===== config.mk =====
export PLATFORM = sky130hd
export DESIGN_NAME = cic_interpolator
export DESIGN_NICKNAME = d
export VERILOG_FILES = /design/src/rtl/cic_interpolator.sv
export SDC_FILE = /design/constraint.sdc
export NUM_CORES = 1
export LEC_CHECK = 0
export ABC_AREA = 1
export BUFFER_PORTS_ARGS = -buffer_cell sky130_fd_sc_hd__buf_2
export CORE_AREA = 2 2 182 184
export DETAILED_ROUTE_END_ITERATION = 6
export DIE_AREA = 0 0 184 186
export HOLD_SLACK_MARGIN = 0.12
export REMOVE_ABC_BUFFERS = 1
export SETUP_SLACK_MARGIN = 0.05
export SYNTH_ARGS = -nofsm -noshare
export SYNTH_HDL_FRONTEND = slang
export SYNTH_SLANG_ARGS = --single-unit

===== constraint.sdc =====
create_clock -name clk -period 6.6 [get_ports clk]
set_input_delay 0.33 -clock clk [delete_from_list [all_inputs] [get_ports clk]]
set_output_delay 0.33 -clock clk [all_outputs]
set_load 0.01 [all_outputs]

===== src/rtl/cic_interpolator.sv =====
// Cascaded integrator-comb interpolator: low-rate comb section, zero-stuffing by FACTOR,
// then a pipelined high-rate integrator section. All arithmetic wraps at OUTPUT_WIDTH.
module cic_interpolator #(
  parameter int SECTIONS     = 3,
  parameter int FACTOR       = 4,
  parameter int INPUT_WIDTH  = 16,
  parameter int OUTPUT_WIDTH = 22
) (
  input  logic                           clk,
  input  logic                           reset,
  input  logic                           clk_enable,
  input  logic signed [INPUT_WIDTH-1:0]  filter_in,
  output logic                           ce_in,
  output logic signed [OUTPUT_WIDTH-1:0] filter_out,
  output logic                           ce_out
);

  localparam logic [15:0] LAST_PHASE = 16'(FACTOR - 1);

  generate
    if (FACTOR < 2 || FACTOR > 65535) begin : g_bad_factor
      $error("cic_interpolator: FACTOR must lie in 2..65535");
    end
    if (SECTIONS < 1) begin : g_bad_sections
      $error("cic_interpolator: SECTIONS must be at least 1");
    end
    if (OUTPUT_WIDTH < INPUT_WIDTH + SECTIONS * $clog2(FACTOR)) begin : g_bad_width
      $error("cic_interpolator: OUTPUT_WIDTH too small for the CIC gain");
    end
  endgenerate

  logic [15:0]                     phase_reg;
  logic [15:0]                     phase_next;
  logic                            phase_1;
  logic signed [OUTPUT_WIDTH-1:0]  input_reg;
  logic signed [OUTPUT_WIDTH-1:0]  input_next;
  logic signed [OUTPUT_WIDTH-1:0]  comb     [0:SECTIONS];
  logic signed [OUTPUT_WIDTH-1:0]  delay_reg[1:SECTIONS];
  logic signed [OUTPUT_WIDTH-1:0]  integ_reg[1:SECTIONS];
  logic signed [OUTPUT_WIDTH-1:0]  upsampled;
  logic signed [OUTPUT_WIDTH-1:0]  output_reg;
  logic                            ce_out_reg;

  // Phase counter: counts enabled edges modulo FACTOR; frozen while clk_enable is low.
  always_comb begin
    phase_next = phase_reg;
    if (clk_enable) begin
      if (phase_reg == LAST_PHASE) begin
        phase_next = 16'd0;
      end else begin
        phase_next = phase_reg + 16'd1;
      end
    end
  end

  always_ff @(posedge clk or posedge reset) begin
    if (reset) begin
      phase_reg <= 16'd0;
    end else begin
      phase_reg <= phase_next;
    end
  end

  assign ce_in   = clk_enable && (phase_reg == 16'd0);
  assign phase_1 = clk_enable && (phase_reg == 16'd1);

  // Input capture, sign-extended to the internal width.
  always_comb begin
    input_next = input_reg;
    if (ce_in) begin
      input_next = {{(OUTPUT_WIDTH-INPUT_WIDTH){filter_in[INPUT_WIDTH-1]}}, filter_in};
    end
  end

  always_ff @(posedge clk or posedge reset) begin
    if (reset) begin
      input_reg <= '0;
    end else begin
      input_reg <= input_next;
    end
  end

  assign comb[0] = input_reg;

  // Comb section runs at the low rate: its delays advance one edge after the sample lands.
  generate
    for (genvar gi = 1; gi <= SECTIONS; gi++) begin : g_comb
      assign comb[gi] = comb[gi-1] - delay_reg[gi];

      always_ff @(posedge clk or posedge reset) begin
        if (reset) begin
          delay_reg[gi] <= '0;
        end else if (phase_1) begin
          delay_reg[gi] <= comb[gi-1];
        end
      end
    end
  endgenerate

  // Zero-stuffing: one comb result per FACTOR enabled edges, zeros in between.
  assign upsampled = phase_1 ? comb[SECTIONS] : '0;

  generate
    for (genvar gi = 1; gi <= SECTIONS; gi++) begin : g_integ
      logic signed [OUTPUT_WIDTH-1:0] integ_in;

      if (gi == 1) begin : g_first
        assign integ_in = upsampled;
      end else begin : g_chain
        assign integ_in = integ_reg[gi-1];
      end

      always_ff @(posedge clk or posedge reset) begin
        if (reset) begin
          integ_reg[gi] <= '0;
        end else if (clk_enable) begin
          integ_reg[gi] <= integ_reg[gi] + integ_in;
        end
      end
    end
  endgenerate

  always_ff @(posedge clk or posedge reset) begin
    if (reset) begin
      output_reg <= '0;
      ce_out_reg <= 1'b0;
    end else begin
      ce_out_reg <= clk_enable;
      if (clk_enable) begin
        output_reg <= integ_reg[SECTIONS];
      end
    end
  end

  assign filter_out = output_reg;
  assign ce_out     = ce_out_reg;

endmodule


==> metrics <==
outcome=finished, final reports clean; initial antenna violation count=0; Crit path required time=6.96 ns; Int Power=2.55 mW; DR WL/cell=13.9 um; Std-Cell Rows=66; Pwr Density=between 300 and 400 nW/um2; GR Util All Layers=0.191; Post-synth ARST share=1.00; total gr overflow=0; fmax=0.165 GHz; register area share after synthesis=0.344; max_cap viols=0; leakage=7.41 nW; CTS tree=done; largest net degree at the start of global routing=114; post-route cell area=approximately 14000 um2; Critical Path AT=6.41 ns; Main synth FF type=dfrtp_1; Crit Path Max Fanout=5; antenna cells=0; Final setup viols=0; Area Growth Syn to Fin=11.6%; Yosys cell types=47; min Tclk post-route=6.05 ns; Cell Area, Synth=12800 um2; critical setup path kind=flip-flop to flip-flop; number of H-tree levels=4; Placed Cells=2179; dpl hpwl=23400 um; I/O Buffers=42; DR vias/cell=5.00; post-route ant nets=0; CTS Buf Count=17; die width=184 um; sw frac=0.405; core area=32200 um2; Clock power frac=0.249; GPL Wtd Cong=roughly 0.9; top cells by area, synth=dfrtp_1, nand2_1, ha_1; DRC viols=0; Non-Filler Instances=around 2200; syn_area_per_cell=7.28 um2; Post-synth EDFFs=0; max FFs per register=55; Post-layout nets=1953; setup ws final=0.546 ns; Synth Register Bits=176; clock slew at reported path FFs=0.08 ns; CP dominant cell by count=nand2_1; Cells after Synth=approximately 1800; Reg power frac=0.346; top cells by count, synth=nand2_1, inv_1, dfrtp_1; fraction of layout cells with a size suffix above 1=0.0714; Logic pwr share=0.405; peak supply drop=0.229 mV; final worst path period share=0.917; clk root buf=clkbuf_16; area post-placement=13400 um2; Initial Util=0.397; Yosys Warn Count=0; slowest CP cell=fa_1; RSZ-0062 raised after global routing=yes; total negative slack=0 ns; total number of vias=11200; Top Ports=43; Clock Path Buffers=2; CP startpoint kind=flip-flop; worst hold slack=roughly 0.24 ns; Slew @ Worst Pin=1.04 ns; Slew headroom=0.307; drt first pass iters=5; Die ar.=34200 um2; Worst path max stage delay=around 0.43 ns; # clock sinks=176; final hold viol count=0; top-area cell type share of the netlist area=0.344; first-pass GRT wire length=52300 um; Die Ht=about 190 um; Yosys top cell by area=dfrtp_1; Hold Crit Class=primary input to flip-flop; Detailed Route WL=around 31000 um; pre-CTS setup slack=0.356 ns; Slew Limit Fails=0; number of global-route vias before repair=11100; most common cell in the netlist=nand2_1; First DRT Iteration DRCs=439; Layout fillers=3306; Sw Pwr=1.73 mW; skew final=0.0131 ns; Critical Path Sink Type=flip-flop; later-pin clock latency in the skew report=0.46 ns
==> through the flow <==
| stage | power, mW | util |
|---|---|---|
| 2_1_floorplan | 2.81 | - |
| 3_3_place_gp | 3.19 | 0.416 |
| 3_5_place_dp | 3.23 | 0.416 |
| 4_1_cts | 4.33 | 0.441 |
| 5_1_grt | 4.69 | 0.443 |
| 6_report | 4.28 | 0.443 |
==> final timing paths <==
check	start	end	slack, ns	cells past startpoint
setup / recovery	input_reg[0]	g_integ[2].integ_in[21]	0.55	38
hold / removal	clk_enable	ce_out	0.24	1
setup reg to reg	input_reg[0]	g_integ[2].integ_in[21]	0.55	38
hold reg to reg	filter_out[16]	filter_out[16]	0.46	2
max in group asynchronous	reset	filter_out[20]	4.67	4
min in group asynchronous	reset	delay_reg[44]	0.60	3
==> critical path: cells and delay by family, from the launching register on <==
family / cells / cell delay (ns)
and+or+nand+nor: 21 / 1.94
AOI/OAI and AO/OA: 10 / 1.75
adders and majority gates: 5 / 1.74
DFF: 1 / 0.32
xor gates and xnor gates: 1 / 0.18
buffers and inverters: 1 / 0.06
==> cell type report <==
| cell class | instances | area (um2) | area share |
|---|---|---|---|
| clock buffers | 18 | 439 | 0.0308 |
| well taps | 408 | 510 | 0.0358 |
| multi-input cells | 1309 | 7410 | 0.519 |
| inverters | 238 | 901 | 0.0631 |
| clock inverters | 14 | 171 | 0.0120 |
| flip-flops and latches | 176 | 4400 | 0.309 |
| repair buffers | 66 | 435 | 0.0305 |
==> power groups by stage <==
stage / Clock (mW) / Sequential, mW / Combinational, mW
after floorplan: 0 / 1.47 / 1.34
after global placement: 0 / 1.49 / 1.69
after detailed placement: 0 / 1.50 / 1.73
after CTS: 1.10 / 1.48 / 1.74
after global routing: 1.14 / 1.52 / 2.04
final: 1.07 / 1.48 / 1.74
==> kinds of logic (layout without fill, tap and decap cells) <==
family          Yosys count  after routing  synth area share
simple gates            747            747             0.244
compound gates          377            377             0.163
buf+inv                 272            336            0.0819
flops                   176            176             0.344
fa+ha+maj               126            126             0.127
xor+xnor                 59             59            0.0404
==> what timing repair did <==
item                                    in CTS  in global routing
hold buffers                                17                  0
resized for setup                            0                 20
hold endpoints to repair                   128                  0
endpoints found under the setup margin       0                  4
setup buffers                                0                  1
==> layer usage <==
metal	vias to the layer above	wire length, um	part of all wire	GRT usage
met5	-	0	0	0
met4	0	885	0.029	0.0723
met3	42	689	0.022	0.0299
met2	137	15700	0.51	0.360
met1	5075	13700	0.44	0.216
li1	5901	-	-	-
==> layout by cell type (no fill, tap or decap), drive strengths merged, types with 3 or more instances in the layout <==
cell and instances:
xor2 36, clkinvlp 3, buf 49, dfrtp 176
nor4 9, fa 6, o21bai 7, dlygate4sd3 17
a211oi 4, o21ai 170, nand3b 5, xnor2 23
a21o 7, o21a 5, a221oi 3, o31ai 8
ha 120, o211ai 5, nand2 483, inv 246
and2 5, nand4 26, nand3 63, or2 17
nor2 117, clkbuf 18, a31oi 36, a21oi 125
nor3 22
(Power assumes the default switching activity.)
